File: src/rtl/keypad_scan_entry_if.sv
// Keypad-side and entry-register signals of keypad_scan_entry.
// slave: the scanner itself; master: the board/keypad side that reads it.
interface keypad_scan_entry_if;
  logic [3:0]  Col_In;
  logic [3:0]  Row_Out;
  logic [3:0]  Key_Code;
  logic        Key_Valid;
  logic        Key_Down;
  logic [23:0] Hex_SixNum;

  modport slave (
    input  Col_In,
    output Row_Out,
    output Key_Code,
    output Key_Valid,
    output Key_Down,
    output Hex_SixNum
  );

  modport master (
    output Col_In,
    input  Row_Out,
    input  Key_Code,
    input  Key_Valid,
    input  Key_Down,
    input  Hex_SixNum
  );
endinterface

File: src/rtl/keypad_scan_entry.sv
// 4x4 matrix keypad scanner: drives one row low at a time, debounces the columns and
// shifts each accepted key code into a 6-digit hex entry register.
module keypad_scan_entry #(
  parameter int unsigned SCAN_DIV  = 50000,
  parameter int unsigned DEB_TICKS = 20
) (
  input  logic               i_clk,
  input  logic               i_rst,
  keypad_scan_entry_if.slave kp
);

  localparam int unsigned TW = (SCAN_DIV > 1) ? $clog2(SCAN_DIV) : 1;
  localparam int unsigned DW = $clog2(DEB_TICKS + 1);
  localparam logic [TW-1:0] TICK_LAST = TW'(SCAN_DIV - 1);
  localparam logic [DW-1:0] DEB_LAST  = DW'(DEB_TICKS);

  localparam logic [1:0] S_SCAN     = 2'd0;
  localparam logic [1:0] S_DEBOUNCE = 2'd1;
  localparam logic [1:0] S_PRESSED  = 2'd2;

  logic [3:0]    r_sync1, r_sync2;
  logic [TW-1:0] r_tick_cnt;
  logic [1:0]    r_state;
  logic [1:0]    r_row, r_col;
  logic [DW-1:0] r_deb_cnt, r_rel_cnt;
  logic [3:0]    r_key_code;
  logic          r_key_valid, r_key_down;
  logic [23:0]   r_hex;

  logic          w_tick;
  logic          w_any_low;
  logic          w_sel_high;
  logic [1:0]    w_sel_col;
  logic [1:0]    w_state_d;
  logic [1:0]    w_row_d, w_col_d;
  logic [DW-1:0] w_deb_d, w_rel_d;
  logic          w_down_d;
  logic          w_emit;
  logic [3:0]    w_code;

  assign w_tick     = (r_tick_cnt == TICK_LAST);
  assign w_any_low  = (r_sync2 != 4'hF);
  assign w_sel_high = r_sync2[r_col];
  assign w_code     = {r_row, w_col_d};

  // Lowest-index low column wins when several are pressed on the same row
  always_comb begin
    w_sel_col = 2'd3;
    if (!r_sync2[0])      w_sel_col = 2'd0;
    else if (!r_sync2[1]) w_sel_col = 2'd1;
    else if (!r_sync2[2]) w_sel_col = 2'd2;
  end

  always_comb begin
    w_state_d = r_state;
    w_row_d   = r_row;
    w_col_d   = r_col;
    w_deb_d   = r_deb_cnt;
    w_rel_d   = r_rel_cnt;
    w_down_d  = r_key_down;
    w_emit    = 1'b0;
    if (w_tick) begin
      case (r_state)
        S_SCAN: begin
          if (w_any_low) begin
            w_col_d = w_sel_col;
            w_deb_d = DW'(1);
            if (DEB_TICKS <= 1) w_emit = 1'b1;
            else                w_state_d = S_DEBOUNCE;
          end else begin
            w_row_d = r_row + 2'd1;
          end
        end
        S_DEBOUNCE: begin
          if (w_sel_high) begin
            w_state_d = S_SCAN;
            w_row_d   = r_row + 2'd1;
          end else if (r_deb_cnt + DW'(1) >= DEB_LAST) begin
            w_deb_d = DEB_LAST;
            w_emit  = 1'b1;
          end else begin
            w_deb_d = r_deb_cnt + DW'(1);
          end
        end
        S_PRESSED: begin
          if (!w_sel_high) begin
            w_rel_d = '0;
          end else if (r_rel_cnt + DW'(1) >= DEB_LAST) begin
            w_rel_d   = '0;
            w_down_d  = 1'b0;
            w_state_d = S_SCAN;
            w_row_d   = r_row + 2'd1;
          end else begin
            w_rel_d = r_rel_cnt + DW'(1);
          end
        end
        default: w_state_d = S_SCAN;
      endcase
    end
    if (w_emit) begin
      w_state_d = S_PRESSED;
      w_rel_d   = '0;
      w_down_d  = 1'b1;
    end
  end

  always_ff @(posedge i_clk or posedge i_rst) begin
    if (i_rst) begin
      r_sync1     <= 4'hF;
      r_sync2     <= 4'hF;
      r_tick_cnt  <= '0;
      r_state     <= S_SCAN;
      r_row       <= 2'd0;
      r_col       <= 2'd0;
      r_deb_cnt   <= '0;
      r_rel_cnt   <= '0;
      r_key_code  <= 4'h0;
      r_key_valid <= 1'b0;
      r_key_down  <= 1'b0;
      r_hex       <= 24'h0;
    end else begin
      r_sync1     <= kp.Col_In;
      r_sync2     <= r_sync1;
      r_tick_cnt  <= w_tick ? '0 : r_tick_cnt + TW'(1);
      r_state     <= w_state_d;
      r_row       <= w_row_d;
      r_col       <= w_col_d;
      r_deb_cnt   <= w_deb_d;
      r_rel_cnt   <= w_rel_d;
      r_key_down  <= w_down_d;
      r_key_valid <= w_emit;
      if (w_emit) begin
        r_key_code <= w_code;
        r_hex      <= {r_hex[19:0], w_code};
      end
    end
  end

  assign kp.Row_Out    = ~(4'b0001 << r_row);
  assign kp.Key_Code   = r_key_code;
  assign kp.Key_Valid  = r_key_valid;
  assign kp.Key_Down   = r_key_down;
  assign kp.Hex_SixNum = r_hex;

endmodule

File: src/flat_wrapper.sv
// flat-port wrapper written by rule: the top's interface ports become plain ports
module keypad_scan_entry_flat 
#(
  parameter int unsigned SCAN_DIV  = 50000,
  parameter int unsigned DEB_TICKS = 20
)
  (i_clk, i_rst, kp_Col_In, kp_Row_Out, kp_Key_Code, kp_Key_Valid, kp_Key_Down, kp_Hex_SixNum);
  keypad_scan_entry_if kp_i ();
  input  logic i_clk;
  input  logic i_rst;
  input wire logic [$bits(kp_i.Col_In)-1:0] kp_Col_In;
  output wire logic [$bits(kp_i.Row_Out)-1:0] kp_Row_Out;
  output wire logic [$bits(kp_i.Key_Code)-1:0] kp_Key_Code;
  output wire logic [$bits(kp_i.Key_Valid)-1:0] kp_Key_Valid;
  output wire logic [$bits(kp_i.Key_Down)-1:0] kp_Key_Down;
  output wire logic [$bits(kp_i.Hex_SixNum)-1:0] kp_Hex_SixNum;
  assign kp_i.Col_In = kp_Col_In;
  assign kp_Row_Out = kp_i.Row_Out;
  assign kp_Key_Code = kp_i.Key_Code;
  assign kp_Key_Valid = kp_i.Key_Valid;
  assign kp_Key_Down = kp_i.Key_Down;
  assign kp_Hex_SixNum = kp_i.Hex_SixNum;
  keypad_scan_entry #(.SCAN_DIV(SCAN_DIV), .DEB_TICKS(DEB_TICKS)) u_core (.i_clk(i_clk), .i_rst(i_rst), .kp(kp_i));
endmodule
File: config.mk
export PLATFORM = sky130hd
export DESIGN_NAME = keypad_scan_entry_flat
export DESIGN_NICKNAME = d
export VERILOG_FILES = /design/src/rtl/keypad_scan_entry_if.sv /design/src/rtl/keypad_scan_entry.sv /design/src/flat_wrapper.sv
export SDC_FILE = /design/constraint.sdc
export NUM_CORES = 1
export LEC_CHECK = 0
export ABC_CLOCK_PERIOD_IN_PS = 7300
export CAP_MARGIN = 5
export CORE_ASPECT_RATIO = 1.5
export CORE_MARGIN = 10
export CORE_UTILIZATION = 55
export CTS_CLUSTER_DIAMETER = 150
export DETAILED_ROUTE_END_ITERATION = 8
export HOLD_SLACK_MARGIN = 0.1
export PLACE_DENSITY = 0.86
export SLEW_MARGIN = 20
export SYNTH_ARGS = -nofsm -noshare
export SYNTH_HDL_FRONTEND = slang
export SYNTH_SLANG_ARGS = --single-unit
File: constraint.sdc
create_clock -name i_clk -period 7.3 [get_ports i_clk]
set_clock_uncertainty 0.2 [all_clocks]
set_input_delay 1.095 -clock i_clk [delete_from_list [all_inputs] [get_ports i_clk]]
set_output_delay 1.095 -clock i_clk [all_outputs]
set_load 0.1 [all_outputs]
---- Yosys cells after proc, flatten, opt, wreduce, memory -nomap -nowiden ----
Cells that the tools add are included.
storage, ports and cells
  register bits after elaboration ......... 70
  logic and storage cells ................. 86
operators by class
  $add $sub $neg .......................... 4
  $lt $le $gt $ge ......................... 3
  equality and inequality tests ........... 14
  shifts and indexed selects .............. 1
  muxes and demuxes ....................... 39
  bitwise operators ....................... 1
  reductions and logical operators ........ 12
operators by type and width
  kind                                                                           number
  5-bit two-way mux                                                              8
  2-bit two-way mux                                                              15
  16-bit by 1-bit adder with 16-bit output (second input constant)               1
  16-bit == test (second input constant)                                         1
  16-bit two-way mux                                                             1
  3-bit by 1-bit != test with 1-bit output (second input constant)               4
  2-bit one-hot mux with 3 select lines                                          2
  1-bit two-way mux                                                              11
  5-bit by 1-bit adder with 5-bit output (second input constant)                 2
  5-bit >= comparator (second input constant)                                    2
  5-bit one-hot mux with 2 select lines                                          1
  2-bit nonzero test                                                             5
  2-bit by 1-bit != test with 1-bit output (second input constant)               4
  4-bit AND reduction                                                            2
  6-bit AND reduction                                                            1
  5-bit AND reduction                                                            1
  2-bit != test (second input constant)                                          2
  4-bit != test (second input constant)                                          1
  4-bit NOT                                                                      1
  1-bit by 2-bit << shifter with 4-bit output (first input constant)             1
  2-bit by 3-bit less-than comparator with 1-bit output (second input constant)  1
  3-bit nonzero test                                                             1
  2-bit by 1-bit adder with 2-bit output (second input constant)                 1
  1-bit binary-select mux with 2-bit select                                      1
  other kinds (4)                                                                4

---- Logic depth before layout (Yosys ltp) ----
  depth after elaboration ................. 8
  gate-level depth with buffers ........... 8

---- Worst setup path before layout ----
Ideal clock, no wire load.
  kind .................................... flip-flop to output port
  start point ............................. register u_core.r_key_code[0], in the netlist u_core.kp.Key_Code[0]
  end point ............................... output kp_Key_Code[0]
  arrival time ............................ 1.350 ns
  required time ........................... 6.005 ns
  path slack .............................. 4.655 ns
  stages on the path, launching flop included .. 2
  path through ............................ dfrtp_1 -> buf_4
RTL lines
  element                   line                      source
  start: declaration        keypad_scan_entry.sv:26   logic [3:0] r_key_code;
  start signal: assignment  keypad_scan_entry.sv:133  r_key_code <= w_code;
  end: declaration          flat_wrapper.sv:13        output wire logic [$bits(kp_i.Key_Code)-1:0] kp_Key_Code;
No word-level cell between the ends.

---- Worst setup path after layout ----
  start point ............................. register u_core.r_row[0]
  end point ............................... output kp_Row_Out[2]
on the way
  cells in the longest elaborated chain, start to end .. 2
RTL lines
  element                                      line                      source
  start: declaration                           keypad_scan_entry.sv:24   logic [1:0] r_row, r_col;
  start signal: assignment                     keypad_scan_entry.sv:126  r_row <= w_row_d;
  1-bit by 2-bit << shifter with 4-bit output  keypad_scan_entry.sv:139  assign kp.Row_Out = ~(4'b0001 << r_row);
  4-bit NOT                                    keypad_scan_entry.sv:139
  end: declaration                             flat_wrapper.sv:12        output wire logic [$bits(kp_i.Row_Out)-1:0] kp_Row_Out;
Every way passes these cells.

==> metrics.csv <==
stage,metric,value,unit
final_layout,post-route cell area,0.00373,mm²
synthesis,cells after synthesis,269,
routing,Vias,2142,
synthesis,Post-synth EDFFs,0,
status,outcome,"finished, final reports clean",
grt,gr ovfl total,0,
min_path,Hold Path Depth,0,
cts,root buf cell,clkbuf_8,
routing,DR WL/cell,16.5,µm
setup_path,crit-path max cell delay,1.13,ns
synthesis,"Net Count, Synth",283,
timing,Slew HR,0.324,
setup_path,reg2reg setup slack,4.42,ns
setup_path,reg2reg path depth,6,
timing,Fin Setup TNS,0,ns
setup_path,Crit. End Element,output pin,
synthesis,ranking of synthesized cells by area,"dfrtp_1, dfstp_2, mux2_1",
cts,CTS tree,done,
synthesis,Yosys reg bits,66,
grt,first-pass GRT wire length,10700,µm
routing,TritonRoute pass-1 iters,4,
synthesis,ys flop type,dfrtp_1,
placement,Detail Placement HPWL,4530,µm
synthesis,"count leader, synth",dfrtp_1,
synthesis,post-synth cell types,54,
final_layout,layout cells sized above 1,0.125,
routing,initial DRC count,108,
floorplan,die height,112,µm
synthesis,sequential area share after synthesis,0.535,
synthesis,number of warnings issued by yosys,0,
cts,htree depth,3,
timing,RSZ-0062 raised after global routing,false,
power_and_ir_drop,PwrDens,194,mW/mm²
timing,Peak Freq,283,MHz
placement,PortBufs,39,
cts,Clock Latency Late Sink,0.34,ns
min_path,classification of the worst-slack hold path,register to register,
cts,Inserted Clock Buffers,9,
grt,vias in the first global route,2206,
cts,clock sink count,66,
final_layout,Synth-to-Final Area Change,20.2,%
timing,Least-Margin Pin Slew,1.01,ns
setup_path,Startpoint Class,register,
synthesis,Commonest cells post-synth,"dfrtp_1, mux2_1, nand3_1, inv_1, nor2_1",
timing,# setup viols final,0,
final_layout,antenna cells,0,
cts,postcts setup bufs,0,
setup_path,WP data required,6.00,ns
synthesis,Synth top area share,0.468,
setup_path,"most used cell, CP",inv_1,
setup_path,Worst path depth,4,
floorplan,CORE AREA,0.00549,mm²
timing,worst hold slack,0.155,ns
setup_path,buffer and inverter count on the worst path,3,
timing,post-layout min period,3.53,ns
synthesis,post-synth top area cell,dfrtp_1,
grt,initial antenna violation count,0,
setup_path,"Slowest-stage cell, CP",clkdlybuf4s50_1,
floorplan,Initial Utilization,0.565,
placement,cell count after placement,366,
setup_path,Critical Path Fanout Max,4,
floorplan,die width,81.3,µm
setup_path,crit-path leading delay family,buffers and inverters,
flow_run,Max Cap Viol,0,
final_layout,post-route insts no fill,382,
timing,period utilization,0.484,
floorplan,Ports,40,
timing,Final Hold Fails,0,
cts,clock transition at the registers of the reported paths,0.07,ns
timing,setup ws final,3.77,ns
synthesis,area of the mapped netlist,0.00310,mm²
floorplan,site row count,33,
cts,deepest clock path buffer count,2,
cts,post-cts hold buffer count,0,
routing,antenna-violating nets left,0,
power_and_ir_drop,worst IR drop on VDD,181,µV
placement,pre-CTS setup slack,4.12,ns
placement,Post-DP Area,0.00350,mm²
placement,Placer Congestion,0.880,
cts,cts repair resizes,0,
routing,number of remaining DRC errors,0,
setup_path,CP Class,register to output pin,
routing,vias per cell,5.61,
setup_path,critical path arrival,2.24,ns
grt,maximum number of pins on one net before global-route repair,67,
synthesis,Async SR Flop Fraction,1.00,
timing,Max Slew Vio Count,0,
synthesis,synthesized area per cell,11.5,µm²
routing,Detailed Route WL,6290,µm
final_layout,NumNets Final,321,
setup_path,critical path cell sequence,inv_1 -> ha_1 -> inv_1 -> clkdlybuf4s50_1,
grt,Total GRT Usage,0.150,
floorplan,DIE AREA,0.00911,mm²
power_and_ir_drop,Pleak,0.00172,µW
## cell families after synthesis
family	Yosys count	synth area share
and+or+nand+nor	85	0.156
DFF	66	0.535
AOI/OAI and AO/OA	41	0.0863
buffers and inverters	28	0.0456
muxes	25	0.0988
xor gates and xnor gates	16	0.0452
adders and majority gates	8	0.0323
## path summary, 6_finish.rpt
path	to	start
setup / recovery	kp_Row_Out[2]	u_core.r_row[0]
hold / removal	u_core.r_sync2[3]	u_core.r_sync1[3]
setup reg to reg	u_core.kp.Hex_SixNum[4]	u_core.r_deb_cnt[0]
hold reg to reg	u_core.r_sync2[3]	u_core.r_sync1[3]
max in group asynchronous	u_core.kp.Hex_SixNum[11]	i_rst
min in group asynchronous	u_core.kp.Key_Code[0]	i_rst
## power by group
group / switching, µW / total (µW) / internal (µW)
Combinational: 8.31 / 12.4 / 4.08
Sequential: 1.46 / 371 / 370
Clock: 138 / 340 / 202
## sequential cells by signal, summed over array words and instances (netlist names)
| register | count |
|---|---|
| u_core.r_sync2 | 4 |
| u_core.r_rel_cnt | 5 |
| u_core.r_row | 2 |
| u_core.r_col | 2 |
| u_core.kp.Key_Valid | 1 |
| u_core.kp.Key_Down | 1 |
| u_core.r_sync1 | 4 |
| u_core.r_tick_cnt | 16 |
| u_core.r_state | 2 |
| u_core.kp.Key_Code | 3 |
| u_core.kp.Hex_SixNum | 21 |
| u_core.r_deb_cnt | 5 |
## metrics by stage
| stage | power (µW) | utilization |
|---|---|---|
| 3_5_place_dp | 391 | 0.638 |
| 4_1_cts | 732 | 0.679 |
| 6_report | 724 | 0.679 |
| 3_3_place_gp | 390 | 0.638 |
| 5_1_grt | 752 | 0.679 |
| 2_1_floorplan | 385 | - |
## final cells by class
cell class / count / area (µm²)
Timing Repair Buffer: 40 / 398
Clock inverter: 6 / 87.6
Fill cell: 395 / 1760
Multi-Input combinational cell: 175 / 1300
Tap cell: 70 / 87.6
Inverter: 15 / 56.3
Sequential cell: 66 / 1660
Clock buffer: 10 / 138
## routing by layer
metal | track usage | vias to the layer above | routed length [µm]
li1 | - | 1018 | -
met1 | 0.166 | 1066 | 2360
met2 | 0.257 | 44 | 3520
met3 | 0.0419 | 14 | 261
met4 | 0.0660 | 0 | 150
met5 | 0 | - | 0
## worst register-to-register path, cell delays in order, from the launching register on
cell,delay [ns]
dfrtp_1,0.41
ha_1,0.30
o21ai_0,0.18
a31oi_1,0.07
a21oi_2,0.40
nand2b_1,0.81
mux2_1,0.40
## layout by cell type (no fill, tap or decap), types with 3 or more instances in the layout
cell type / count
a21oi_1: 10
nand3b_1: 3
nand2b_1: 5
mux2_1: 18
nand3_1: 17
nor4_1: 3
nor4bb_1: 3
dfrtp_1: 58
a22oi_1: 3
ha_1: 8
dfstp_2: 8
and2_1: 4
mux2_4: 4
nand2_1: 12
o21ai_0: 10
nor3_1: 4
and3_1: 3
nor2_1: 15
xnor2_1: 8
a211o_1: 3
nand4_1: 5
clkdlybuf4s50_1: 39
clkbuf_8: 10
inv_1: 14
xor2_1: 8
No activity file was read; power rests on OpenSTA's default activity.
